`src/rtl/arith_pkg.sv`:
```
// Shared arithmetic-lab definitions: FSM encoding, default width, bit-cell helpers.
// Latency: n/a (constants and pure functions only).
// Backpressure: n/a.
package arith_pkg;

    // Default operand width for the arithmetic lab blocks
    localparam int ARITH_WIDTH = 8;

    // Sequencer state encoding shared by the serial arithmetic blocks
    typedef logic [1:0] state_t;
    localparam logic [1:0] ST_IDLE  = 2'd0;
    localparam logic [1:0] ST_SHIFT = 2'd1;
    localparam logic [1:0] ST_DONE  = 2'd2;

    // Two-of-three majority: the carry function of a full adder
    function automatic logic maj3(input logic x, input logic y, input logic z);
        return (x & y) | (x & z) | (y & z);
    endfunction

endpackage

```
`src/rtl/serial_adder_full_adder.sv`:
```
// Single-bit full adder cell used as the datapath of the bit-serial adder.
// Latency: purely combinational, zero cycles.
// Backpressure: none; output follows inputs continuously.
module full_adder
    import arith_pkg::*;
(
    input  logic a,
    input  logic b,
    input  logic cin,
    output logic s,
    output logic cout
);

    assign s    = a ^ b ^ cin;
    assign cout = maj3(a, b, cin);

endmodule

```
`src/rtl/serial_adder.sv`:
```
// Bit-serial WIDTH-bit unsigned adder: one full-adder cell, LSB first, registered carry.
// Latency: start accepted at edge k, done high in the cycle after edge k+WIDTH.
// Backpressure: start is only sampled in IDLE; requests during SHIFT/DONE are dropped.
module serial_adder
    import arith_pkg::*;
#(
    parameter int WIDTH = ARITH_WIDTH
) (
    input  logic             clk,
    input  logic             rst,
    input  logic             start,
    input  logic [WIDTH-1:0] a,
    input  logic [WIDTH-1:0] b,
    output logic             busy,
    output logic             done,
    output logic [WIDTH-1:0] sum,
    output logic             cout
);

    localparam int              CNT_W    = $clog2(WIDTH + 1);
    localparam logic [CNT_W-1:0] LAST_BIT = CNT_W'(WIDTH - 1);

    state_t           state;
    logic [WIDTH-1:0] sa;
    logic [WIDTH-1:0] sb;
    // Only the upper WIDTH-1 result bits need storage; the MSB comes straight
    // from the adder cell on the final bit edge.
    logic [WIDTH-1:1] acc;
    logic [WIDTH-1:1] acc_nxt;
    logic             carry;
    logic [CNT_W-1:0] cnt;
    logic             bit_s;
    logic             bit_c;

    full_adder u_fa (
        .a    (sa[0]),
        .b    (sb[0]),
        .cin  (carry),
        .s    (bit_s),
        .cout (bit_c)
    );

    // Partial accumulator after shifting the current sum bit in at the MSB
    always_comb begin
        acc_nxt          = acc >> 1;
        acc_nxt[WIDTH-1] = bit_s;
    end

    // Sequencer, operand shifters and result registers
    always_ff @(posedge clk or posedge rst) begin
        if (rst) begin
            state <= ST_IDLE;
            sa    <= '0;
            sb    <= '0;
            acc   <= '0;
            carry <= 1'b0;
            cnt   <= '0;
            busy  <= 1'b0;
            done  <= 1'b0;
            sum   <= '0;
            cout  <= 1'b0;
        end else begin
            done <= 1'b0;
            case (state)
                ST_IDLE: begin
                    if (start) begin
                        sa    <= a;
                        sb    <= b;
                        acc   <= '0;
                        carry <= 1'b0;
                        cnt   <= '0;
                        busy  <= 1'b1;
                        state <= ST_SHIFT;
                    end
                end
                ST_SHIFT: begin
                    sa    <= sa >> 1;
                    sb    <= sb >> 1;
                    acc   <= acc_nxt;
                    carry <= bit_c;
                    cnt   <= cnt + CNT_W'(1);
                    // Final bit: publish the whole result at once so the
                    // partial accumulator never reaches the outputs.
                    if (cnt == LAST_BIT) begin
                        sum   <= {bit_s, acc};
                        cout  <= bit_c;
                        busy  <= 1'b0;
                        done  <= 1'b1;
                        state <= ST_DONE;
                    end
                end
                ST_DONE: begin
                    state <= ST_IDLE;
                end
                default: begin
                    busy  <= 1'b0;
                    state <= ST_IDLE;
                end
            endcase
        end
    end

endmodule
```
`config.mk`:
```
export PLATFORM = sky130hd
export DESIGN_NAME = serial_adder
export DESIGN_NICKNAME = d
export VERILOG_FILES = /design/src/rtl/arith_pkg.sv /design/src/rtl/serial_adder_full_adder.sv /design/src/rtl/serial_adder.sv
export SDC_FILE = /design/constraint.sdc
export NUM_CORES = 1
export LEC_CHECK = 0
export ABC_AREA = 1
export CAP_MARGIN = 20
export CORE_MARGIN = 3
export CORE_UTILIZATION = 56
export DETAILED_ROUTE_END_ITERATION = 10
export PLACE_DENSITY = 0.94
export SYNTH_ARGS = -nofsm -noshare
export SYNTH_HDL_FRONTEND = slang
export SYNTH_HIERARCHICAL = 1
export SYNTH_SLANG_ARGS = --single-unit
export TNS_END_PERCENT = 10
```
`constraint.sdc`:
```
create_clock -name clk -period 1.9 [get_ports clk]
set_input_delay 0.475 -clock clk [delete_from_list [all_inputs] [get_ports clk]]
set_output_delay 0.475 -clock clk [all_outputs]
set_load 0.02 [all_outputs]
```
Yosys cells after proc, flatten, opt, wreduce, memory -nomap -nowiden
Index checks and enable logic that the tools add are counted.
- add/subtract/negate cells: 1
- multipliers: 0
- div/mod/pow operators: 0
- order comparisons: 0
- equality and inequality tests: 5
- shifts and indexed selects: 0
- muxes and demuxes: 18
- bitwise gates (word level): 8
- reductions and logical operators: 6
- operators with widths (cell ; number):
    $pmux 8 s2 ; 2
    $mux 8 ; 2
    $pmux 7 s2 ; 1
    $pmux 4 s2 ; 1
    $mux 7 ; 1
    $reduce_and 2->1 ; 3
    $mux 1 ; 5
    $add 4x1->4 const B ; 1
    $eq 4x3->1 const B ; 1
    $mux 2 ; 2
    $mux 4 ; 1
    $ne 2x2->1 const B ; 2
    $pmux 2 s2 ; 1
    $and 1x1->1 ; 3
    $pmux 1 s3 ; 1
    $reduce_and 3->1 ; 1
    $eq 2x1->1 const B ; 1
    $eq 2x2->1 const B ; 1
    $logic_not 2->1 ; 1
    $or 1x1->1 ; 2
    $pmux 1 s2 ; 1
    $reduce_bool 2->1 ; 1
    $xor 1x1->1 ; 2
    $not 1->1 ; 1
- flip-flop bits (word level): 41
- latch bits: 0
- bits in writable memories: 0
- bits in read-only memories: 0
- logic and storage cells: 48
- memories kept: 0

Longest topological paths before layout
Gate-level depths: netlist (run 1).
- depth after elaboration: 4
- gate-level depth with buffers: 6
- gate-level depth less buffers: 6

By module
The synthesis (run 1) kept the hierarchy.
- by module, submodules not included (module ; instances ; cells an instance ; area each (sq um)):
    serial_adder ; 1 ; 195 ; 1740.4
    full_adder ; 1 ; 1 ; 20.0

Worst setup path after synthesis (run 1)
No wires, ideal clock.
- path type: reg-to-reg
- from: reg sa[0]
- to: reg acc[7] (netlist bit)
- arrival time: 1.026 ns
- data required time: 1.824 ns
- path slack: 0.798 ns
- cell stages (with the launch flop): 4
- path buffers: 0
- clock period less this slack: 1.102 ns
- cells stage by stage: dfrtp_1 fa_1 nand2_1 o21ai_1
- cells in the longest elaborated chain, start to end: 3
- RTL lines (item ; RTL line ; source):
    from (decl) ; serial_adder.sv:24 ; logic [WIDTH-1:0] sa;
    from (signal assigned) ; serial_adder.sv:77 ; sa <= sa >> 1;
    $xor 1x1->1 (2 in series) ; serial_adder_full_adder.sv:14 ; assign s = a ^ b ^ cin;
    via bit_s ; serial_adder.sv:32 ; logic bit_s;
    $pmux 7 s2 ; serial_adder.sv:64 ; case (state)
    to (signal assigned) ; serial_adder.sv:79 ; acc <= acc_nxt;
    to (decl) ; serial_adder.sv:28 ; logic [WIDTH-1:1] acc;
The timed path passes the listed nets, and every way through them passes these cells.
A chain may end at the register's enable or synchronous reset.

Worst setup path after layout (run 1)
- from: reg sum[4]
- to: out sum[4]
- RTL lines (item ; RTL line ; source):
    from (decl) ; serial_adder.sv:16 ; output logic [WIDTH-1:0] sum,
    from (signal assigned) ; serial_adder.sv:85 ; sum <= {bit_s, acc};
No word-level cell between the ends.

==> impl_metrics.env, run 1 <==
export IMPL_number_of_synthesized_register_bits=41
export IMPL_crit_path_max_fanout=2
export IMPL_endpoint_kind="primary output"
export IMPL_post_synth_edffs=0
export IMPL_finalHoldViolations=0
export IMPL_layout_drive_gt1_share_pct=7.930
export IMPL_postRouteWirelength_mm=3.125
export IMPL_crit_arrival_ps=1320
export IMPL_hold_path_class="in -> async"
export IMPL_tritoncts_num_buffers=5
export IMPL_timing_final_crit_share_pct=94.39
export IMPL_number_of_antenna_violations_at_the_first_check_in_global_routing=0
export IMPL_drcViolationCount=0
export IMPL_syn_avg_cell_area_um2=8.982
export IMPL_final_max_slew_viol_count=0
export IMPL_max_cap_violations=0
export IMPL_setup_violations_final=0
export IMPL_clkSlewWorstSetupHoldPaths_ps=120
export IMPL_crit_path_top_delay_cell="sky130_fd_sc_hd__clkdlybuf4s50_1"
export IMPL_run_status="finished clean"
export IMPL_vias_per_cell=5.138
export IMPL_clock_sink_count=41
export IMPL_synthArstFlopShare_pct=100.0
export IMPL_drtIter0Drc=86
export IMPL_place_ws_ps=212.5
export IMPL_critical_path_depth=1
export IMPL_grt_pass1_wl_mm=5.230
export IMPL_die_area_um2=3853
export IMPL_cts_tree="done"
export IMPL_fin_skew_ps=8.209
export IMPL_synthesis_instances=196
export IMPL_drt_wirelength_per_cell_um=11.62
export IMPL_timing_critical_path_required_ps=1420
export IMPL_grt_setup_unrepaired="false"
export IMPL_syn_to_final_growth_pct=21.54
export IMPL_worst_pin_slew_ps=394.4
export IMPL_leakage_nw=1.061
export IMPL_io_buffers=29
export IMPL_netlist_top_cells_count="sky130_fd_sc_hd__nand2_1 (74), sky130_fd_sc_hd__dfrtp_1 (41), sky130_fd_sc_hd__nand3_1 (39), sky130_fd_sc_hd__inv_1 (10), sky130_fd_sc_hd__o22ai_1 (5)"
export IMPL_yosys_most_used_dff="sky130_fd_sc_hd__dfrtp_1"
export IMPL_totalNegativeSetupSlack_ps=0
export IMPL_startpoint_type="flop"
export IMPL_post_route_total_power_w=0.003202
export IMPL_yosys_area_top_type="sky130_fd_sc_hd__dfrtp_1"
export IMPL_grt_overflow_total=0
export IMPL_clkLatencyLatePin_ps=350
export IMPL_synth_yosys_warnings=6
export IMPL_post_cts_setup_buffer_count=0
export IMPL_grt_max_degree=42
export IMPL_clk_path_buf_depth=2
export IMPL_maxSlewHeadroom_pct=73.61
export IMPL_dp_hpwl_mm=2.096
export IMPL_vdd_ir_drop_max_uv=845.0
export IMPL_max_freq_mhz=557.6
export IMPL_vias_in_the_first_global_route=1244
export IMPL_pwr_density_cell_nw_per_um2=1497
export IMPL_ff2ff_path_depth=6
export IMPL_grt_util_all_layers_pct=19.03
export IMPL_mappedNetlistArea_um2=1760
export IMPL_via_count=1382
export IMPL_synthMostInstantiatedCell="sky130_fd_sc_hd__nand2_1"
export IMPL_crit_path_cell_trace="clkdlybuf4s50_1"
export IMPL_crit_path_setup_slack_layout_ps=106.5
export IMPL_nets_in_the_synthesized_netlist=217
export IMPL_num_rows=19
export IMPL_final_min_clock_period_ps=1793
export IMPL_nets=247
export IMPL_io_pins=30
export IMPL_htree_num_levels=2
export IMPL_cp_buffers_inverters=1
export IMPL_drt_pre_antenna_iters=4
export IMPL_largest_cells_by_area_after_synthesis="sky130_fd_sc_hd__dfrtp_1 (58%), sky130_fd_sc_hd__nand2_1 (16%), sky130_fd_sc_hd__nand3_1 (11%), sky130_fd_sc_hd__inv_1 (2.1%), sky130_fd_sc_hd__buf_6 (1.9%)"
export IMPL_synth_yosys_seq_area_share_pct=58.28
export IMPL_global_placement_routability_congestion=0.7323
export IMPL_cts_resizes=0
export IMPL_minimum_hold_slack_ps=466.6
export IMPL_cts_root_buf="sky130_fd_sc_hd__clkbuf_4"
export IMPL_n_antenna_cell=0
export IMPL_initial_core_util_pct=61.20
export IMPL_worstSetupPathType="reg -> out"
export IMPL_dieWidth_um=62.07
export IMPL_critical_path_max_stage_delay_ps=600
export IMPL_die_h_um=62.07
export IMPL_layout_filler_cells=215
export IMPL_post_cts_hold_buffer_count=0
export IMPL_synthDistinctLibCells=18
export IMPL_cpLargestDelayFamily="buffers and inverters"
export IMPL_route_antenna_remaining_nets=0
export IMPL_synth_top_area_share_pct=58.28
export IMPL_core_um2=2877
## report_power, final
part / total, W / switching (W) / internal, W
combinational: 0.00126 / 0.000739 / 0.000520
sequential: 0.00146 / 0.000229 / 0.00123
clock: 0.000486 / 0.000271 / 0.000215
## routing by layer
metal	track usage, %	share of wire [%]
met5	0	0
met4	8.182	2.3
met3	6.818	5.4
met2	32.25	49
met1	21.56	44
## stage by stage
stage	std cells	utilization, %	cell area (µm²)
after CTS	269	74.38	2140
after global routing	269	74.38	2140
after global placement	261	71.94	2069
after floorplan	196	-	1760
final	269	74.38	2140
after detailed placement	261	71.94	2069
## sequential cells by signal (all words and copies together), names as in the netlist, 2 cells and up
| signal | flops |
|---|---|
| sa | 8 |
| sum | 8 |
| cnt | 4 |
| acc | 7 |
| state | 2 |
| sb | 8 |
## final timing paths
check	endpoint	from	slack [ps]
min	sa[3]$_DFFE_PP0P_	rst	470
max reg2reg	sum[1]$_DFFE_PP0P_	cnt[0]$_DFFE_PP0P_	590
min in group clk	sum[4]$_DFFE_PP0P_	acc[5]$_DFFE_PP0P_	480
min reg2reg	sum[4]$_DFFE_PP0P_	acc[5]$_DFFE_PP0P_	480
max	sum[4]	sum[4]$_DFFE_PP0P_	110
max in group asynchronous	busy$_DFFE_PP0P_	rst	1240
## cells by family after synthesis
logic type | share of synthesized area (%)
AND/OR/NAND/NOR | 30.70
AO/OA/AOI/OAI | 2.913
buffers and inverters | 6.255
adder cells (fa/ha/maj) | 1.848
flip-flops | 58.28
## placed cells by master, fill, tap and decap left out
cell type / synthesis / final
sky130_fd_sc_hd__buf_4: 1 / 1
sky130_fd_sc_hd__fa_1: 1 / 1
sky130_fd_sc_hd__inv_1: 10 / 10
sky130_fd_sc_hd__clkinv_2: 0 / 1
sky130_fd_sc_hd__dfrtp_1: 41 / 41
sky130_fd_sc_hd__buf_12: 0 / 1
sky130_fd_sc_hd__inv_2: 3 / 3
sky130_fd_sc_hd__clkdlybuf4s50_1: 0 / 29
sky130_fd_sc_hd__nor2_1: 4 / 4
sky130_fd_sc_hd__nor2_4: 2 / 2
sky130_fd_sc_hd__clkbuf_8: 0 / 2
sky130_fd_sc_hd__ha_1: 1 / 1
sky130_fd_sc_hd__nand2_2: 2 / 2
sky130_fd_sc_hd__o22ai_1: 5 / 5
sky130_fd_sc_hd__nand2_4: 1 / 1
sky130_fd_sc_hd__clkbuf_4: 0 / 5
sky130_fd_sc_hd__nand3_1: 39 / 39
sky130_fd_sc_hd__nand2_1: 74 / 74
sky130_fd_sc_hd__nand4_1: 1 / 1
sky130_fd_sc_hd__a21oi_1: 1 / 1
sky130_fd_sc_hd__o21ai_1: 3 / 3
## layout make-up
class | instances | area (µm²) | area share (%)
inverter | 13 | 48.80 | 2.281
sequential | 41 | 1026 | 47.95
timing repair buffer | 31 | 317.8 | 14.85
clock buffer | 7 | 65.06 | 3.041
clock inverter | 1 | 5.005 | 0.2339
tap | 42 | 52.55 | 2.456
multi-input combinational | 134 | 624.3 | 29.18
Power figures use the tool's default switching activity.
==> inputs of run 2 (changes only) <==
- CORE_MARGIN: 3 -> 2
- CORE_UTILIZATION: 56 -> 52
- MAX_ROUTING_LAYER: default -> met4
- PLACE_DENSITY: 0.94 -> 0.89
- clock period: 1.9 -> 1.98 ns (I/O delays scaled with it)
==> run 2 against run 1 <==
- utilization fell by 9.0 points
- critical path depth did not move
- sequential share of layout area fell by 0.17 points
- register-to-register slack improved by 30 ps
- combinational power fell by 4%
- clock power rose by 18%
- critical endpoint is now busy
- largest power group unchanged
==> impl_metrics.env, run 2 (same netlist as run 1, synthesis figures left out) <==
export IMPL_grt_setup_unrepaired="false"
export IMPL_drcViolationCount=0
export IMPL_setup_violations_final=0
export IMPL_layout_common_cells="sky130_fd_sc_hd__nand2_1 (74), sky130_fd_sc_hd__dfrtp_1 (41), sky130_fd_sc_hd__nand3_1 (39), sky130_fd_sc_hd__clkdlybuf4s50_1 (29), sky130_fd_sc_hd__inv_1 (10)"
export IMPL_crit_reg2reg_launch="cnt[0]$_DFFE_PP0P_"
export IMPL_design_area_um2=2147
export IMPL_final_min_clock_period_ps=1845
export IMPL_n_antenna_cell=0
export IMPL_leakage_nw=1.061
export IMPL_max_cap_violations=0
export IMPL_run_status="finished clean"
export IMPL_cts_resizes=0
export IMPL_vdd_ir_drop_max_uv=681.4
export IMPL_cp_buffers_inverters=1
export IMPL_cts_root_buf="sky130_fd_sc_hd__clkbuf_4"
export IMPL_drt_wirelength_per_cell_um=11.78
export IMPL_vias_per_cell=5.084
export IMPL_clk_path_buf_depth=2
export IMPL_post_route_total_power_w=0.003190
export IMPL_crit_path_top_delay_cell="sky130_fd_sc_hd__clkdlybuf4s50_1"
export IMPL_syn_to_final_growth_pct=21.96
export IMPL_hold_path_end="sum[4]$_DFFE_PP0P_"
export IMPL_htree_num_levels=2
export IMPL_layout_commonest_cell="sky130_fd_sc_hd__nand2_1"
export IMPL_io_buffers=29
export IMPL_ff2ff_path_depth=6
export IMPL_critical_path_max_stage_delay_ps=610
export IMPL_timing_final_crit_share_pct=93.16
export IMPL_fin_skew_ps=6.690
export IMPL_crit_path_cell_trace="clkdlybuf4s50_1"
export IMPL_initial_core_util_pct=53.60
export IMPL_dieWidth_um=62.19
export IMPL_post_cts_hold_buffer_count=0
export IMPL_post_cts_setup_buffer_count=0
export IMPL_nets=247
export IMPL_hold_path_depth=2
export IMPL_number_of_antenna_violations_at_the_first_check_in_global_routing=0
export IMPL_global_placement_routability_congestion=0.7629
export IMPL_totalNegativeSetupSlack_ps=0
export IMPL_finalHoldViolations=0
export IMPL_largest_registers="sa (8), sb (8), sum (8)"
export IMPL_worst_pin_slew_ps=485.9
export IMPL_layout_drive_gt1_share_pct=7.489
export IMPL_clock_sink_count=41
export IMPL_start_point_of_the_worst_hold_path="acc[5]$_DFFE_PP0P_"
export IMPL_crit_path_max_fanout=2
export IMPL_crit_arrival_ps=1350
export IMPL_grt_overflow_total=0
export IMPL_grt_util_all_layers_pct=19.01
export IMPL_pwr_density_cell_nw_per_um2=1486
export IMPL_maxSlewHeadroom_pct=67.61
export IMPL_final_max_slew_viol_count=0
export IMPL_cts_tree="done"
export IMPL_num_rows=21
export IMPL_finalCoreUtilization_pct=65.37
export IMPL_placed_area_um2=2062
export IMPL_postRouteWirelength_mm=3.215
export IMPL_via_count=1388
export IMPL_clkSlewWorstSetupHoldPaths_ps=120
export IMPL_endpoint_kind="primary output"
export IMPL_max_freq_mhz=542.1
export IMPL_drtIter0Drc=73
export IMPL_clkLatencyLatePin_ps=360
export IMPL_grt_pass1_wl_mm=5.430
export IMPL_die_area_um2=3867
export IMPL_drt_pre_antenna_iters=4
export IMPL_vias_in_the_first_global_route=1247
export IMPL_core_um2=3284
export IMPL_minimum_hold_slack_ps=478.2
export IMPL_die_h_um=62.19
export IMPL_dp_hpwl_mm=2.241
export IMPL_worstSetupPathType="reg -> out"
export IMPL_route_antenna_remaining_nets=0
export IMPL_hold_path_class="reg -> reg"
export IMPL_critical_path_depth=1
export IMPL_cpLargestDelayFamily="buffers and inverters"
export IMPL_worst_reg2reg_path_endpoint="sum[1]$_DFFE_PP0P_"
export IMPL_grt_max_degree=42
export IMPL_startpoint_type="flop"
export IMPL_timing_critical_path_required_ps=1480
export IMPL_tritoncts_num_buffers=5
export IMPL_io_pins=30
export IMPL_ff2ff_setup_slack_ps=620
-- run 2: cell count changes in the layout (fill, tap and decap cells not counted) --
cell,previous run,this run
sky130_fd_sc_hd__clkbuf_1,0,1
sky130_fd_sc_hd__clkbuf_8,2,1
sky130_fd_sc_hd__buf_12,1,0
sky130_fd_sc_hd__clkinv_2,1,0
sky130_fd_sc_hd__buf_4,1,2
sky130_fd_sc_hd__bufinv_16,0,1
-- run 2: where the power goes --
| group | total, W | internal, W | leakage, nW | switching [W] |
|---|---|---|---|---|
| clock network | 0.000572 | 0.000301 | 0.0455 | 0.000270 |
| logic | 0.00121 | 0.000495 | 0.487 | 0.000719 |
| registers | 0.00140 | 0.00118 | 0.529 | 0.000226 |
| total | 0.00319 | 0.00198 | 1.06 | 0.00122 |
-- run 2: stage by stage --
stage	cells	setup slack, ps
2_1_floorplan	196	539.0
3_3_place_gp	265	293.2
3_5_place_dp	265	241.7
4_1_cts	273	126.1
5_1_grt	273	90.72
6_report	273	135.4
-- run 2: worst max path at each step --
stage               slack (ps)                  to                from
CTS                        130                busy    busy$_DFFE_PP0P_
global route                90              sum[3]  sum[3]$_DFFE_PP0P_
floorplan                  540  acc[1]$_DFFE_PP0P_                 rst
finish                     140                busy    busy$_DFFE_PP0P_
global placement           290  acc[3]$_DFFE_PP0P_               start
detailed placement         240  acc[7]$_DFFE_PP0P_               start
-- run 2: final cells by class --
cell class,instances,area (µm²)
Tap cell,46,57.56
Clock buffer,7,55.05
Timing Repair Buffer,31,305.3
Clock inverter,1,30.03
Inverter,13,48.80
Multi-Input combinational cell,134,624.3
Sequential cell,41,1026
Fill cell,281,1137
-- run 2: worst reg2reg max path, stage by stage (launching register included) --
cell,delay [ps]
sky130_fd_sc_hd__dfrtp_1,440
sky130_fd_sc_hd__ha_1,220
sky130_fd_sc_hd__nand2_1,80
sky130_fd_sc_hd__nor2_1,100
sky130_fd_sc_hd__nand2_1,200
sky130_fd_sc_hd__nand2_1,140
sky130_fd_sc_hd__nand2_1,70
-- run 2: layer usage --
layer | global-route usage, % | vias up | routed length, µm
li1 | - | 693 | -
met1 | 21.88 | 650 | 1403
met2 | 30.84 | 37 | 1589
met3 | 4.529 | 8 | 149
met4 | 10.56 | 0 | 72
met5 | - | - | 0
